File: config.mk
export PLATFORM = sky130hd
export DESIGN_NAME = icache
export DESIGN_NICKNAME = d
export VERILOG_FILES = /design/src/rtl/icache_pkg.sv /design/src/rtl/icache_array.sv /design/src/rtl/icache.sv
export SDC_FILE = /design/constraint.sdc
export NUM_CORES = 2
export LEC_CHECK = 0
export CAP_MARGIN = 40
export CORE_MARGIN = 2
export CORE_UTILIZATION = 30
export CTS_CLUSTER_DIAMETER = 120
export DETAILED_ROUTE_END_ITERATION = 16
export HOLD_SLACK_MARGIN = 0.12
export PLACE_DENSITY_LB_ADDON = 0.05
export SYNTH_ARGS = -nofsm -noshare
export SYNTH_HDL_FRONTEND = slang
export SYNTH_SLANG_ARGS = --single-unit
File: constraint.sdc
create_clock -name clk -period 13.5 [get_ports clk]
set_input_delay 2.025 -clock clk [delete_from_list [all_inputs] [get_ports clk]]
set_output_delay 2.025 -clock clk [all_outputs]
set_load 0.03 [all_outputs]
File: src/rtl/icache_pkg.sv
// Shared definitions for the direct-mapped instruction cache: default geometry,
// FSM state encodings and common constants.
package icache_pkg;

    localparam int unsigned ICACHE_LINE_NUM        = 16;
    localparam int unsigned ICACHE_INST_BLOCK_SIZE = 128;

    localparam logic        TRUE  = 1'b1;
    localparam logic        FALSE = 1'b0;
    localparam logic [31:0] NULL  = 32'h0000_0000;

    typedef enum logic [1:0] {
        StIdle = 2'd0,
        StMiss = 2'd1,
        StWait = 2'd2,
        StFill = 2'd3
    } state_e;

    // Clear the byte-offset bits so the address points at the start of a line.
    function automatic logic [31:0] block_align(input logic [31:0] addr,
                                                input int unsigned off_bits);
        return addr & ~((32'h1 << off_bits) - 32'h1);
    endfunction

endpackage

File: src/rtl/icache_array.sv
// Valid/tag/data storage for the instruction cache: one combinational read port,
// one synchronous write port. Only the valid bits are reset.
module icache_array
    import icache_pkg::*;
#(
    parameter int unsigned LINE_NUM   = ICACHE_LINE_NUM,
    parameter int unsigned BLOCK_BITS = ICACHE_INST_BLOCK_SIZE,
    parameter int unsigned TAG_BITS   = 24,
    parameter int unsigned IDX_BITS   = $clog2(LINE_NUM)
) (
    input  logic                  clk_i,
    input  logic                  rst_ni,
    input  logic [IDX_BITS-1:0]   rd_idx_i,
    output logic                  rd_valid_o,
    output logic [TAG_BITS-1:0]   rd_tag_o,
    output logic [BLOCK_BITS-1:0] rd_data_o,
    input  logic                  we_i,
    input  logic [IDX_BITS-1:0]   wr_idx_i,
    input  logic [TAG_BITS-1:0]   wr_tag_i,
    input  logic [BLOCK_BITS-1:0] wr_data_i
);

    logic [LINE_NUM-1:0]   valid_q, valid_d;
    logic [TAG_BITS-1:0]   tag_q  [LINE_NUM];
    logic [BLOCK_BITS-1:0] data_q [LINE_NUM];

    always_comb begin
        valid_d = valid_q;
        if (we_i) begin
            valid_d[wr_idx_i] = TRUE;
        end
    end

    always_ff @(posedge clk_i or negedge rst_ni) begin
        if (!rst_ni) begin
            valid_q <= '0;
        end else begin
            valid_q <= valid_d;
        end
    end

    always_ff @(posedge clk_i) begin
        if (we_i) begin
            tag_q[wr_idx_i]  <= wr_tag_i;
            data_q[wr_idx_i] <= wr_data_i;
        end
    end

    assign rd_valid_o = valid_q[rd_idx_i];
    assign rd_tag_o   = tag_q[rd_idx_i];
    assign rd_data_o  = data_q[rd_idx_i];

endmodule

File: src/rtl/icache.sv
// Direct-mapped instruction cache with a single outstanding refill.
// Optional ICACHE_PERF_EN adds saturating hit_count/miss_count output counters.
module icache
    import icache_pkg::*;
#(
    parameter int unsigned LINE_NUM   = ICACHE_LINE_NUM,
    parameter int unsigned BLOCK_BITS = ICACHE_INST_BLOCK_SIZE
) (
    input  logic                  clk,
    input  logic                  rst,
    input  logic                  rdy,
    input  logic                  req_valid_from_fch,
    input  logic [31:0]           pc_from_fch,
    input  logic                  rollback_sign_from_fch,
    output logic                  ready_to_fch,
    output logic                  inst_valid_to_fch,
    output logic [31:0]           inst_to_fch,
    output logic [31:0]           inst_pc_to_fch,
    output logic                  enable_sign_to_mem,
    output logic [31:0]           pc_to_mem,
    input  logic                  finish_sign_from_mem,
`ifdef ICACHE_PERF_EN
    output logic [31:0]           hit_count,
    output logic [31:0]           miss_count,
`endif
    input  logic [BLOCK_BITS-1:0] inst_block_from_mem
);

    // Line geometry; BLOCK_BITS must hold at least two 32-bit words.
    localparam int unsigned OFF_BITS  = $clog2(BLOCK_BITS / 8);
    localparam int unsigned IDX_BITS  = $clog2(LINE_NUM);
    localparam int unsigned TAG_BITS  = 32 - OFF_BITS - IDX_BITS;
    localparam int unsigned WORD_BITS = OFF_BITS - 2;
    localparam int unsigned WORD_NUM  = BLOCK_BITS / 32;

    state_e      state_q, state_d;
    logic [31:0] pc_q, pc_d;
    logic        resp_valid_q, resp_valid_d;
    logic [31:0] resp_inst_q, resp_inst_d;
    logic [31:0] resp_pc_q, resp_pc_d;

    logic [31:0]                  look_pc;
    logic [IDX_BITS-1:0]          look_idx;
    logic [TAG_BITS-1:0]          look_tag;
    logic [WORD_BITS-1:0]         look_word;
    logic                         rd_valid;
    logic [TAG_BITS-1:0]          rd_tag;
    logic [BLOCK_BITS-1:0]        rd_data;
    logic [WORD_NUM-1:0][31:0]    rd_words;
    logic [31:0]                  sel_inst;
    logic                         hit;
    logic                         accept;
    logic                         refill_we;
    logic                         unused_pc_bits;

    // The refill line is read back in FILL; otherwise the lookup uses the live request.
    assign look_pc   = (state_q == StFill) ? pc_q : pc_from_fch;
    assign look_idx  = look_pc[OFF_BITS +: IDX_BITS];
    assign look_tag  = look_pc[31 -: TAG_BITS];
    assign look_word = look_pc[2 +: WORD_BITS];
    assign unused_pc_bits = ^look_pc[1:0];

    assign rd_words = rd_data;
    assign sel_inst = rd_words[look_word];
    assign hit      = rd_valid && (rd_tag == look_tag);

    assign ready_to_fch       = (state_q == StIdle) && !rollback_sign_from_fch;
    assign accept             = rdy && req_valid_from_fch && ready_to_fch;
    assign refill_we          = rdy && (state_q == StWait) && finish_sign_from_mem;
    assign enable_sign_to_mem = rdy && (state_q == StMiss) && !rollback_sign_from_fch;
    assign pc_to_mem          = block_align(pc_q, OFF_BITS);

    assign inst_valid_to_fch = resp_valid_q;
    assign inst_to_fch       = resp_inst_q;
    assign inst_pc_to_fch    = resp_pc_q;

    icache_array #(
        .LINE_NUM   (LINE_NUM),
        .BLOCK_BITS (BLOCK_BITS),
        .TAG_BITS   (TAG_BITS),
        .IDX_BITS   (IDX_BITS)
    ) u_array (
        .clk_i      (clk),
        .rst_ni     (rst),
        .rd_idx_i   (look_idx),
        .rd_valid_o (rd_valid),
        .rd_tag_o   (rd_tag),
        .rd_data_o  (rd_data),
        .we_i       (refill_we),
        .wr_idx_i   (pc_q[OFF_BITS +: IDX_BITS]),
        .wr_tag_i   (pc_q[31 -: TAG_BITS]),
        .wr_data_i  (inst_block_from_mem)
    );

    always_comb begin
        state_d      = state_q;
        pc_d         = pc_q;
        resp_valid_d = FALSE;
        resp_inst_d  = NULL;
        resp_pc_d    = NULL;
        unique case (state_q)
            StIdle: begin
                if (accept) begin
                    if (hit) begin
                        resp_valid_d = TRUE;
                        resp_inst_d  = sel_inst;
                        resp_pc_d    = pc_from_fch;
                    end else begin
                        pc_d    = pc_from_fch;
                        state_d = StMiss;
                    end
                end
            end
            StMiss: begin
                state_d = rollback_sign_from_fch ? StIdle : StWait;
            end
            StWait: begin
                // A finish coinciding with rollback still fills the line via refill_we.
                if (rollback_sign_from_fch) begin
                    state_d = StIdle;
                end else if (finish_sign_from_mem) begin
                    state_d = StFill;
                end
            end
            StFill: begin
                state_d = StIdle;
                if (!rollback_sign_from_fch) begin
                    resp_valid_d = TRUE;
                    resp_inst_d  = sel_inst;
                    resp_pc_d    = pc_q;
                end
            end
            default: state_d = StIdle;
        endcase
    end

    always_ff @(posedge clk or negedge rst) begin
        if (!rst) begin
            state_q      <= StIdle;
            pc_q         <= NULL;
            resp_valid_q <= FALSE;
            resp_inst_q  <= NULL;
            resp_pc_q    <= NULL;
        end else if (rdy) begin
            state_q      <= state_d;
            pc_q         <= pc_d;
            resp_valid_q <= resp_valid_d;
            resp_inst_q  <= resp_inst_d;
            resp_pc_q    <= resp_pc_d;
        end
    end

`ifdef ICACHE_PERF_EN
    logic [31:0] hit_cnt_q, hit_cnt_d;
    logic [31:0] miss_cnt_q, miss_cnt_d;

    always_comb begin
        hit_cnt_d  = hit_cnt_q;
        miss_cnt_d = miss_cnt_q;
        if (accept && hit && (hit_cnt_q != '1)) begin
            hit_cnt_d = hit_cnt_q + 32'd1;
        end
        if (accept && !hit && (miss_cnt_q != '1)) begin
            miss_cnt_d = miss_cnt_q + 32'd1;
        end
    end

    always_ff @(posedge clk or negedge rst) begin
        if (!rst) begin
            hit_cnt_q  <= '0;
            miss_cnt_q <= '0;
        end else if (rdy) begin
            hit_cnt_q  <= hit_cnt_d;
            miss_cnt_q <= miss_cnt_d;
        end
    end

    assign hit_count  = hit_cnt_q;
    assign miss_count = miss_cnt_q;
`endif

endmodule

Word level (Yosys, flattened, before mapping)
Memories as Yosys holds them, arrays and structs flattened.
Index checks and enable logic that the tools add are counted.
{"block": "classes", "shift": 0, "n_lt_le_gt_ge": 4, "n_mul": 0, "div_mod_pow": 0, "n_bitwise": 2, "n_reduce_logical": 13, "n_eq_ne": 7, "add_sub_neg": 0, "muxes": 27}
{"cell": "two-way mux 32 bit", "n": 8}
{"cell": "one-hot mux 32 bit (2 select lines)", "n": 2}
{"cell": "binary-select mux 32 bit (select 2 bit)", "n": 1}
{"cell": "== test 24 bit", "n": 1}
{"cell": "bitwise OR 16 bit", "n": 1}
{"cell": "less-than comparator 4 x 5 -> 1 bit (second input constant)", "n": 2}
{"cell": "two-way mux 2 bit", "n": 5}
{"cell": "logical AND 1 bit", "n": 9}
{"cell": "one-hot mux 2 bit (4 select lines)", "n": 1}
{"cell": "AND reduction 4 bit", "n": 2}
{"cell": "two-way mux 1 bit", "n": 7}
{"cell": "binary-select mux 1 bit (select 4 bit)", "n": 1}
{"cell": "demux 1 bit (select 4 bit)", "n": 1}
{"cell": "== test 2 bit (second input constant)", "n": 2}
{"cell": ">= comparator 4 x 1 -> 1 bit (second input constant)", "n": 1}
{"cell": "!= test 2 bit (second input constant)", "n": 2}
{"cell": "less-than comparator 2 x 3 -> 1 bit (second input constant)", "n": 1}
{"cell": "!= test 3 bit (second input constant)", "n": 1}
{"cell": "== test 2 x 1 -> 1 bit (second input constant)", "n": 1}
{"cell": "zero test 2 bit", "n": 1}
{"cell": "one-hot mux 1 bit (2 select lines)", "n": 1}
{"cell": "zero test 1 bit", "n": 1}
{"cell": "NOT 1 bit", "n": 1}
{"block": "word_totals", "word_cells": 61, "romBits": 0, "out_inout_bits": 99, "ff_bits": 115, "latch_bits": 0, "n_memories": 2, "mem_bits_rw": 2432, "input_bits": 166}
{"name": "u_array.data_q", "depth": 16, "word_bits": 128, "rd": 1, "rd_ports_with_merged_regs": 0, "write_ports": 1, "line_no": "icache_array.sv:25", "source": "logic [BLOCK_BITS-1:0] data_q [LINE_NUM];"}
{"name": "u_array.tag_q", "depth": 16, "word_bits": 24, "rd": 1, "rd_ports_with_merged_regs": 0, "write_ports": 1, "line_no": "icache_array.sv:24", "source": "logic [TAG_BITS-1:0] tag_q [LINE_NUM];"}

Depth between registers and ports, before layout
{"block": "logic_depth", "ltp_word": 8, "depth_mapped": 18, "depth_no_buf": 11}

Modules after synthesis
Synthesis repeated with hierarchy kept, for this count alone.
{"block": "hier_totals", "hier_cells": 4388, "hier_area_um2": 98086.6}
{"module": "icache_array", "area_per_inst_um2": 92159.6, "seq_area_each_um2": 73430.4, "cells_per_inst": 3926, "instances": 1}
{"module": "icache", "area_per_inst_um2": 5926.9, "seq_area_each_um2": 2477.4, "cells_per_inst": 462, "instances": 1}

Least setup slack after synthesis
Ideal clock, no wire load.
{"block": "synth_timing", "path_kind": "input to register", "from": "in finish_sign_from_mem", "to": "reg u_array.valid_q[4]", "setup_time_ns": 0.131, "stages": 4, "n_path_buf": 0, "t_arrival_ns": 13.714, "required_time_ns": 13.369, "path_slack_ns": -0.345, "cell_sequence": "nand3_1 > or3_1 > nor3_1 > or2_2"}
{"block": "synth_between", "elab_chain_cells": 1}
{"item": "start: declaration", "line_no": "icache.sv:21", "source": "input logic finish_sign_from_mem,"}
{"item": "logical AND 1 bit", "line_no": "icache.sv:69", "source": "assign refill_we = rdy && (state_q == StWait) && finish_sign_from_mem;"}
{"item": "end signal: assignment", "line_no": "icache_array.sv:38", "source": "valid_q <= valid_d;"}
{"item": "end: declaration", "line_no": "icache_array.sv:23", "source": "logic [LINE_NUM-1:0] valid_q, valid_d;"}
Every way passes these cells.
A chain may end at the register's enable or synchronous reset.

Worst setup path after layout
{"block": "layout_timing", "from": "in pc_from_fch[4]", "to": "reg pc_q[1]"}
{"block": "layout_between", "elab_chain_cells": 6, "elab_cells_between_ends": 8, "cone_classes": "1 x eq/ne; 3 x mux; 1 x bitwise; 2 x reduce/logical; 1 x memory"}
{"item": "start: declaration", "line_no": "icache.sv:13", "source": "input logic [31:0] pc_from_fch,"}
{"item": "two-way mux 32 bit (*)", "line_no": "icache.sv:57", "source": "assign look_pc = (state_q == StFill) ? pc_q : pc_from_fch;"}
{"item": "memory (16 x 24 bit) / binary-select mux 1 bit (select 4 bit) (equally long branches)"}
{"item": "== test 24 bit / two-way mux 1 bit (equally long branches)", "line_no": "icache.sv:65, icache_array.sv:49"}
{"item": "logical AND 1 bit (*)", "line_no": "icache.sv:65", "source": "assign hit = rd_valid && (rd_tag == look_tag);"}
{"item": "NOT 1 bit (no source line) (*)"}
{"item": "AND reduction 4 bit (no source line) (*)"}
{"item": "end signal: assignment", "line_no": "icache.sv:146", "source": "pc_q <= pc_d;"}
{"item": "end: declaration", "line_no": "icache.sv:37", "source": "logic [31:0] pc_q, pc_d;"}
Every way passes the cells marked *; elsewhere a longest branch is shown, timed or not. The select of a mux whose other input is x is not followed.

==> Flow_metrics.wiki <==
{| class="wikitable"
! Metric !! Value
|-
| Outcome || completed
|-
| Pwr per Cell Area || 182 nW/µm²
|-
| Max-capacitance violation count || 0
|-
| Per-cell routed wire length || 32.0 µm
|-
| TritonCTS clock tree || done
|-
| Cell area after synthesis || 101000 µm²
|-
| Total setup buffers inserted after CTS || 0
|-
| Reg-to-reg endpoint || pc_q[1]$_DFFE_PN0P_
|-
| Number of clock sinks seen by CTS || between 2000 and 3000
|-
| Wire length of the first global-routing pass || 469000 µm
|-
| Total wire length after detailed routing || approximately 340000 µm
|-
| Count of final setup violators || 0
|-
| Worst hold slack across all endpoints || 470 ps
|-
| Post-synthesis adder-cell area fraction || 0.0496%
|-
| Cell count after synthesis || 5493
|-
| Setup crit end kind || flip-flop
|-
| Worst-path maximum fanout || 43
|-
| Min-Delay Startpoint || u_array.valid_q[0]$_DFFE_PN0P_
|-
| Number of gates resized after CTS || 0
|-
| Count of endpoints failing hold in the final timing report || 0
|-
| Warnings, synthesis || 0
|-
| Die boundary width || 584 µm
|-
| Setup skew after layout || 28.3 ps
|-
| Via count of the first global-routing pass || 56000
|-
| Share of the synthesized area in compound gates (AO/OA/AOI/OAI) || 3.82%
|-
| Most numerous cell on the critical path || buf_4
|-
| DRT iter0 DRCs || 4575
|-
| Hold/Removal Path Class || reg -> reg
|-
| Count of unresolved DRC violations after routing || 0
|-
| Number of flops mapped to enable cells by yosys || 2432
|-
| Area added between synthesis and finish || 18.4%
|-
| RSZ-0062 raised after global routing || no
|-
| Cts bufs inserted || 301
|-
| Aggregate negative setup slack || 0 ps
|-
| Fill cell total of the finished layout || 31200
|-
| Largest net degree at the start of global routing || 110
|-
| Total global-route track usage || between 10% and 20%
|-
| Number of placed instances with taps included || 9979
|-
| Floorplan die height || slightly below 600 µm
|-
| Critical path startpoint category || input pin
|-
| Net total in the final layout || 6066
|-
| Share of synthesized registers carrying an async set or reset || 4.52%
|-
| Synth Flop Type || edfxtp_1
|-
| Final Slew Violations || 0
|-
| Number of different library cells in the post-synthesis netlist || just under 80
|-
| First-pass iteration count of the detailed router || 6
|-
| Endpoint required time on the critical path || 14280 ps
|-
| Storage element area || 75900 µm²
|-
| Reg2Reg Launch Point || state_q[0]$_DFFE_PN0P_
|-
| Aggregate global routing overflow || 0
|-
| Max Clock Freq || 0.146 GHz
|-
| Final Instance Area || 119000 µm²
|-
| Layout cells sized above 1 || ~20%
|-
| Initial core utilization || 30.2%
|-
| Synthesized area per cell || 18.4 µm²
|-
| Floorplan die area || 341000 µm²
|-
| RD Place Congestion || 0.758
|-
| Total vias in the final route || approximately 54000
|-
| Placed wire-length estimate || 188000 µm
|-
| Number of antenna violations at the first check in global routing || 54
|-
| Clock-pin slew of the registers on the worst-case setup and hold paths || approximately 60 ps
|-
| Clock Root Buffer || clkbuf_16
|-
| Register-to-register path setup slack || 6660 ps
|-
| Class of the most critical setup path || in -> reg
|-
| Total area of multi-input combinational cells || 23400 µm²
|-
| Total of flip-flops plus latches after synthesis || 2547
|-
| Stages on worst setup path || 16
|-
| Sequential-to-total area share from yosys stat || around 75%
|-
| Number of placed I/O pins || 265
|-
| Total placed instance area || 110000 µm²
|-
| Post-Synth Simple-Gate Area || 5.51%
|-
| Share of synthesized area spent on multiplexers || 13.2%
|-
| Combinational family with the most area after synthesis || multiplexers
|-
| Standard cell with the maximum stage delay on the critical path || buf_4
|-
| Vias per std cell || ~5
|-
| Port-buffer cells || 260
|-
| Placeable core region || 334000 µm²
|-
| Cell depth of the worst flop-to-flop path || 15
|-
| Row count || 212
|-
| Worst Max-Slew Pin Slew || between 1000 and 1500 ps
|-
| Peak per-stage delay on the critical path || 610 ps
|-
| VDD IR-drop max || 0.0000910 V
|-
| Crit path buf inv count || 6
|-
| Final worst-path cycle share || 50.7%
|-
| Most common cell after layout, fill and taps aside || edfxtp_1
|-
| Commonest non-fill, non-tap cells in the layout || edfxtp_1, nand2_1, mux4_2
|-
| CP Cell Sequence || buf_2, buf_4, buf_4, mux2i_4, buf_4, buf_4, nand2_1, nand3_1, a21oi_1, a211oi_1, mux2_2, or4b_1, nor4_1, a21oi_4, buf_4, mux2_4
|-
| Post-route antenna net violation count || 0
|-
| Post-synthesis xor/xnor area fraction || 0.226%
|-
| Clk Latency, worst-skew pair || 910 ps
|-
| Hold path cells || 1
|-
| Static leakage power || 0.0383 µW
|-
| Sink of the worst hold path || u_array.valid_q[0]$_DFFE_PN0P_
|-
| Final Instance Count excl. Fillers || 10500
|-
| Final critical delay including setup and external delays || 6840 ps
|-
| Slew Limit Headroom || 27.9%
|-
| H-tree depth || 5
|-
| Clock Path Buffers || 4
|-
| Hold bufs inserted after CTS || 0
|-
| Data arrival time at the worst-slack endpoint || 7620 ps
|-
| Largest delay contributor family on the critical path || buffers and inverters
|}
-- metal layers --
layer  global-route usage [%]  vias up  wire length [µm]
li1                         -    22800                 -
met1                     28.8    29700            161000
met2                     30.6     1254            155000
met3                     3.09      376             15400
met4                     3.56       30              5070
met5                        0        -               178
-- worst reg2reg max path, cell delays in order, from the launching register on --
cell	delay, ps
dfrtp_1	450
ha_4	640
buf_4	690
mux2i_4	370
buf_4	530
buf_4	630
nand2_1	210
nand3_1	110
a21oi_1	100
a211oi_1	610
mux2_2	430
or4b_1	520
nor4_1	500
a21oi_4	100
buf_4	370
mux2_4	460
-- metrics by stage --
step                      setup slack [ps]  power (µW)  utilization, %
after floorplan                       3880       12200               -
after global placement                5410       14100            32.6
after detailed placement              5750       14200            32.9
after CTS                             6730       22100            35.7
after global routing                  6440       22700            35.7
final                                 6660       21800            35.7
-- layout make-up --
class                      count  share of cell area (%)
antenna                       12                  0.0251
clock buffer                 398                    6.91
clock inverter               135                   0.872
inverter                      77                   0.242
multi-input combinational   2512                    19.6
sequential                  2547                    63.6
tap                         4387                    4.60
timing repair buffer         457                    4.19
-- Yosys cell counts, types with 69 or more instances --
master / count / share of area, %
o21ai_0: 136 / 0.67
a21oi_1: 75 / 0.37
nor2_1: 218 / 0.81
a31oi_1: 71 / 0.44
mux4_2: 530 / 12
buf_2: 92 / 0.46
a311oi_1: 75 / 0.65
dfrtp_1: 115 / 2.9
inv_1: 75 / 0.28
mux2i_1: 75 / 0.74
and3_1: 69 / 0.43
nand3_1: 154 / 0.76
edfxtp_1: 2432 / 72
clkbuf_1: 154 / 0.57
nand2_1: 618 / 2.3
-- where the power goes --
part	total [µW]	switching [µW]	internal (µW)	leakage, µW
sequential	9310	289	9020	0.0234
clock	7800	3280	4520	0.00453
combinational	4670	2940	1730	0.0104
total	21800	6510	15300	0.0383
-- how the worst max path moves through the flow --
stage	start	slack (ps)	to
after detailed placement	pc_from_fch[4]	5750	inst_to_fch[15]$_DFFE_PN0P_
after CTS	pc_from_fch[6]	6730	inst_to_fch[7]$_DFFE_PN0P_
after global placement	pc_from_fch[5]	5410	inst_to_fch[7]$_DFFE_PN0P_
final	pc_from_fch[4]	6660	pc_q[1]$_DFFE_PN0P_
after floorplan	finish_sign_from_mem	3880	u_array.valid_q[5]$_DFFE_PN0P_
after global routing	pc_from_fch[4]	6440	inst_to_fch[6]$_DFFE_PN0P_
-- cell families (layout without fill, tap and decap cells) --
logic type	count (synthesis)	count (layout)
flops	2547	2547
xor+xnor	26	26
other cells	1	16
simple gates	1251	1251
buf+inv	437	1067
compound gates	581	581
fa+ha+maj	4	4
mux	646	646
-- sequential cells by signal, indices dropped and copies added, names as in the netlist --
| signal | flops |
|---|---|
| inst_to_fch | 32 |
| inst_valid_to_fch | 1 |
| state_q | 2 |
| pc_q | 32 |
| inst_pc_to_fch | 32 |
| u_array.valid_q | 16 |
| u_array.tag_q | 384 |
| u_array.data_q | 2048 |
Note: power is estimated with default switching activity, not from simulation.
